File: config.mk
export PLATFORM = sky130hd
export DESIGN_NAME = pipelined_seq_multiplier
export DESIGN_NICKNAME = d
export VERILOG_FILES = /design/src/rtl/mult_pkg.sv /design/src/rtl/shift_add_step.sv /design/src/rtl/pipelined_seq_multiplier.sv
export SDC_FILE = /design/constraint.sdc
export NUM_CORES = 1
export LEC_CHECK = 0
export BUFFER_PORTS_ARGS = -buffer_cell sky130_fd_sc_hd__buf_2
export CAP_MARGIN = 20
export CELL_PAD_IN_SITES_DETAIL_PLACEMENT = 1
export CELL_PAD_IN_SITES_GLOBAL_PLACEMENT = 2
export CORE_MARGIN = 2
export CORE_UTILIZATION = 36
export DETAILED_ROUTE_END_ITERATION = 8
export PLACE_DENSITY_LB_ADDON = 0.1
export SYNTH_ARGS = -nofsm -noshare
export SYNTH_HDL_FRONTEND = slang
export SYNTH_SLANG_ARGS = --single-unit
File: constraint.sdc
create_clock -name clk -period 4.55 [get_ports clk]
set_input_delay 0.91 -clock clk [delete_from_list [all_inputs] [get_ports clk]]
set_output_delay 0.91 -clock clk [all_outputs]
set_load 0.02 [all_outputs]
File: src/rtl/mult_pkg.sv
// Shared types and helpers for the shift-add multiplier.
// Holds the FSM state encoding, the counter-width helper and the overflow test.
package mult_pkg;

   // FSM states of the multiplier
   typedef enum logic [1:0] {
      IDLE = 2'd0,
      BUSY = 2'd1,
      FIX  = 2'd2,
      DONE = 2'd3
   } state_t;

   // Widest operand the overflow helper can examine (products up to 2*MAX_W bits)
   localparam int MAX_W = 64;

   // Iteration counter width for an N-bit operand
   function automatic int cnt_width(input int n);
      return (n < 2) ? 1 : $clog2(n);
   endfunction

   // True when an n-bit-operand product (zero-extended into prod) does not fit
   // back into n bits: signed needs bits [2n-1:n-1] all equal, unsigned needs [2n-1:n] zero
   function automatic logic ovf_check(input logic [2*MAX_W-1:0] prod,
                                      input int n,
                                      input logic sgn);
      logic all0;
      logic all1;
      int   lo;
      all0 = 1'b1;
      all1 = 1'b1;
      lo   = sgn ? n - 1 : n;
      for (int i = 0; i < 2*MAX_W; i++) begin
         if (i >= lo && i < 2*n) begin
            all0 = all0 & ~prod[i];
            all1 = all1 & prod[i];
         end
      end
      return sgn ? ~(all0 | all1) : ~all0;
   endfunction

endpackage

File: src/rtl/shift_add_step.sv
// One shift-add iteration: conditionally add the multiplicand magnitude into the
// accumulator half of P, then shift the whole of P right by one bit.
// P is {acc[N:0], multiplier[N-1:0]}; the N+1-bit accumulator keeps the add carry.
module shift_add_step #(
   parameter int N = 32
) (
   input  logic [2*N:0] p,
   input  logic [N-1:0] mcand,
   output logic [2*N:0] p_next
);

   logic [N:0] acc_sum;

   // Add on multiplier LSB, then shift right with a zero entering at the top
   always_comb begin
      acc_sum = p[2*N:N] + (p[0] ? {1'b0, mcand} : {(N+1){1'b0}});
      p_next  = {1'b0, acc_sum, p[N-1:1]};
   end

endmodule

File: src/rtl/pipelined_seq_multiplier.sv
// Multi-cycle shift-add multiplier, one multiplier bit retired per clock.
// Operands are reduced to magnitudes on accept, multiplied unsigned, and the
// sign is reapplied in a single FIX cycle together with the overflow check.
// Valid for 4 <= N <= mult_pkg::MAX_W.
module pipelined_seq_multiplier
   import mult_pkg::*;
#(
   parameter int N = 32
) (
   input  logic           clk,
   input  logic           rst,
   input  logic           in_valid,
   output logic           in_ready,
   input  logic           in_signed,
   input  logic [N-1:0]   in1,
   input  logic [N-1:0]   in2,
   output logic           out_valid,
   input  logic           out_ready,
   output logic [2*N-1:0] out,
   output logic           ovflag
);

   localparam int CW = cnt_width(N);

   state_t         state;
   state_t         state_next;
   logic [CW-1:0]  cnt;
   logic [N-1:0]   mcand;
   logic [2*N:0]   prod;
   logic [2*N:0]   prod_step;
   logic           neg;
   logic           sgn;
   logic [N-1:0]   mag1;
   logic [N-1:0]   mag2;
   logic [2*N-1:0] mag_prod;
   logic [2*N-1:0] result;
   logic           result_ovf;

   assign in_ready  = (state == IDLE);
   assign out_valid = (state == DONE);

   // Operand magnitudes; -2^(N-1) maps to 2^(N-1), which still fits in N unsigned bits
   always_comb begin
      mag1 = (in_signed && in1[N-1]) ? -in1 : in1;
      mag2 = (in_signed && in2[N-1]) ? -in2 : in2;
   end

   // Reapply the sign to the unsigned product and judge whether it fits in N bits
   always_comb begin
      mag_prod   = prod[2*N-1:0];
      result     = neg ? -mag_prod : mag_prod;
      result_ovf = ovf_check((2*MAX_W)'(result), N, sgn);
   end

   shift_add_step #(.N(N)) u_step (
      .p      (prod),
      .mcand  (mcand),
      .p_next (prod_step)
   );

   // State register
   always_ff @(posedge clk or negedge rst) begin
      if (!rst) state <= IDLE;
      else      state <= state_next;
   end

   // Next-state decode: N busy iterations, one fix-up cycle, then hold until consumed
   always_comb begin
      state_next = state;
      case (state)
         IDLE:    if (in_valid) state_next = BUSY;
         BUSY:    if (cnt == CW'(N-1)) state_next = FIX;
         FIX:     state_next = DONE;
         DONE:    if (out_ready) state_next = IDLE;
         default: state_next = IDLE;
      endcase
   end

   // Datapath: capture on accept, iterate while busy, register the signed result in FIX
   always_ff @(posedge clk or negedge rst) begin
      if (!rst) begin
         cnt    <= '0;
         mcand  <= '0;
         prod   <= '0;
         neg    <= 1'b0;
         sgn    <= 1'b0;
         out    <= '0;
         ovflag <= 1'b0;
      end else begin
         case (state)
            IDLE: begin
               if (in_valid) begin
                  mcand <= mag1;
                  prod  <= {{(N+1){1'b0}}, mag2};
                  neg   <= in_signed & (in1[N-1] ^ in2[N-1]);
                  sgn   <= in_signed;
                  cnt   <= '0;
               end
            end
            BUSY: begin
               prod <= prod_step;
               cnt  <= cnt + 1'b1;
            end
            FIX: begin
               out    <= result;
               ovflag <= result_ovf;
            end
            default: ;
         endcase
      end
   end

endmodule

==> flow_metrics.tcl <==
set metrics [dict create \
    status "finished clean" \
    crit_start "prod[12]" \
    cts_made_buffers 17 \
    synth_mux_area_share_pct 2.010 \
    fillCellCount 3821 \
    ff2ff_setup_slack_ns 0.42 \
    ys_warn_count 0 \
    grt_pass1_wl_um 57790 \
    fmax_mhz 241.9 \
    antenna_found_initial 0 \
    worst_pin_slew_ns 0.8837 \
    synth-edff-count 0 \
    p_leak_uw 0.005728 \
    avgSynthCellArea_um2 8.341 \
    core_area_um2 31560 \
    min_period_over_period_pct 90.87 \
    synthFlopType "dfrtp_1" \
    fin_skew_ns 0.01489 \
    die_width_um 182.9 \
    vias 10330 \
    dp_hpwl_um 27390 \
    ctsRootBufferMaster "clkbuf_16" \
    fin_nets 1585 \
    dieHeight_um 182.9 \
    yosysUniqueCellTypes 66 \
    grt_pass1_vias 10160 \
    regArea_um2 4255 \
    crit_slowest_cell "nor3b_1" \
    synth_top_family_by_area "compound AO/OA/AOI/OAI gates" \
    critical_path_depth 9 \
    grt-ovfl-total 0 \
    synth_area_um2 11520 \
    rsz0062_at_grt "no" \
    cpMostUsedCell "or4_1" \
    regToRegStartpoint "prod[12]" \
    row_count 65 \
    yosys.area_share.simple_pct 20.63 \
    powerDensity_nw_per_um2 691.2 \
    seq_area_frac_synth_pct 36.93 \
    total_power_uw 9158 \
    cp_max_fo 10 \
    dieArea_um2 33440 \
    hp-class "flop to flop" \
    synthAdderAreaFrac_pct 4.627 \
    grt_max_degree 93 \
    crit_arrival_ns 4.46 \
    critPathCapture "ovflag" \
    relSlewSlack_pct 41.09 \
    ant_nets 0 \
    endpoint_kind "flop" \
    setup_tns_ns 0 \
    first_pass_iters 5 \
    crit_buf_inv 1 \
    drtIter0Drc 506 \
    ir_worst_vdd_mv 0.3201 \
    cts-htree-levels 4 \
    postCtsSetupBuffers 0 \
    path_cells "or4_1 > nor3b_1 > nand2_1 > o41ai_1 > xnor2_1 > inv_1 > or4_1 > nor4_1 > nor3_1" \
    hold_buffers 0 \
    post-route-min-period_ns 4.135 \
    initial_core_util_pct 36.50 \
    post_drt_wl_per_cell_um 18.84 \
    worstPathRequired_ns 4.87 \
    synth-xor-area-share_pct 10.63 \
    cp_slowest_stage_delay_ns 0.72 \
    grt_usage_pct 21.84 \
    netlist_instances 1381 \
    reg2reg_depth 9 \
    synth_compound_area_share_pct 21.34 \
    slew_violations 0 \
    path_delay_family "simple AND/OR/NAND/NOR gates" \
    globalplace.congestion 0.8366 \
    area_growth_pct 15.02 \
    crit_type "flop to flop" \
    syn_nets 1492 \
    ctsResizeCount 0 \
    dpl_cell_area_um2 12600 \
    final_area_um2 13250 \
    numPortBuffers 135 \
    drive_above_1_share_pct 15.06 \
    wl_um 35590 \
    post_drt_via_cell_ratio 5.469 \
    reg2reg_to "ovflag" \
    cts_tree "done" \
    ioPinCount 136 \
    synthArstFlopShare_pct 100.0 \
    path_clk_slew_ns 0.07 \
    multi_input_area_um2 6853 \
    finalSetupViolations 0 \
    cp-start-kind "flop" \
    hold_viol 0 \
    clock_sinks 170 \
    drc 0 \
    cts_buffer_depth 2 \
    clock_latency_ns 0.45 \
    maxCapViolCount 0 \
    antenna_cells 0 \
    ys_seq_elements 170 \
]
per-layer routing:
| layer | vias to the layer above | GRT usage (%) | routed length (um) |
|---|---|---|---|
| met3 | 26 | 2.840 | 1116 |
| met4 | 0 | 4.928 | 417 |
| met5 | - | 0 | 0 |
| li1 | 5128 | - | - |
| met2 | 175 | 30.43 | 14130 |
| met1 | 5002 | 35.25 | 19930 |
state kept, by name, summed over array words and instances, names as in the netlist:
name	count
cnt	5
mcand	32
neg	1
out	64
ovflag	1
prod	64
sgn	1
state	2
kinds of logic after synthesis:
logic type               Yosys count
flip-flops                       170
buffers and inverters            113
multiplexers                      22
AO/OA/AOI/OAI                    410
AND/OR/NAND/NOR                  485
adder cells (fa/ha/maj)           42
XOR/XNOR                         139
power by group:
group	internal, uW	switching [uW]
registers	2190	721
logic	1690	2980
clock network	909	669
through the flow:
step / worst slack (ns) / hold slack (ns) / cells / util [%]
after floorplan: 0.9181 / 0.4418 / 1381 / -
after global placement: 0.4867 / 0.4561 / 1856 / 39.92
after detailed placement: 0.4504 / 0.4632 / 1856 / 39.92
after CTS: 0.4227 / 0.4787 / 1888 / 41.92
after global routing: 0.1519 / 0.5139 / 1889 / 41.99
final: 0.4153 / 0.4693 / 1889 / 41.99
tightest hold or removal path: cells and delay by family, from the launching register on:
family | cells | cell delay, ns
DFF | 1 | 0.34
AOI/OAI and AO/OA | 1 | 0.05
and+or+nand+nor | 1 | 0.04
final cells by class:
| cell class | count | area share, % |
|---|---|---|
| sequential | 170 | 32.12 |
| inverter | 28 | 0.7933 |
| timing repair buffer | 159 | 6.790 |
| clock buffer | 19 | 3.419 |
| multi-input combinational | 1098 | 51.72 |
| tap | 402 | 3.796 |
| clock inverter | 13 | 1.360 |
Yosys cell counts (all sizes together), types with 24 or more instances:
cell    count  area [um^2]
dfrtp     170         4254
o21ai     143        715.7
nand2     139        521.8
a21oi     133        665.6
nor2      132        495.5
xor2       83        734.5
clkbuf     80        301.5
xnor2      56        490.5
ha         41        513.0
and2       39        244.0
o31ai      30        239.0
inv        28        105.1
nor3       24        125.1
or3        24        150.1
layout by cell type, fill, tap and decap left out, types with 20 or more instances in the layout:
master / synthesis / routed
a21oi_1: 133 / 133
and2_1: 39 / 39
buf_2: 0 / 134
buf_4: 0 / 21
dfrtp_1: 170 / 169
ha_1: 41 / 39
inv_1: 28 / 28
nand2_1: 139 / 138
nand3_1: 21 / 21
nor2_1: 132 / 132
nor3_1: 23 / 23
o21ai_0: 142 / 142
o31ai_1: 29 / 29
o41ai_1: 20 / 20
or3_1: 24 / 24
xnor2_1: 56 / 56
xor2_1: 82 / 82
worst min-delay path by stage:
stage	cells after the start	endpoint	startpoint	slack (ns)
floorplan	2	mcand[31]	mcand[31]	0.44
global placement	2	mcand[18]	mcand[18]	0.46
detailed placement	2	mcand[19]	mcand[19]	0.46
CTS	2	mcand[19]	mcand[19]	0.48
global route	2	mcand[4]	mcand[4]	0.51
finish	2	mcand[19]	mcand[19]	0.47
Power figures use the tool's default switching activity.
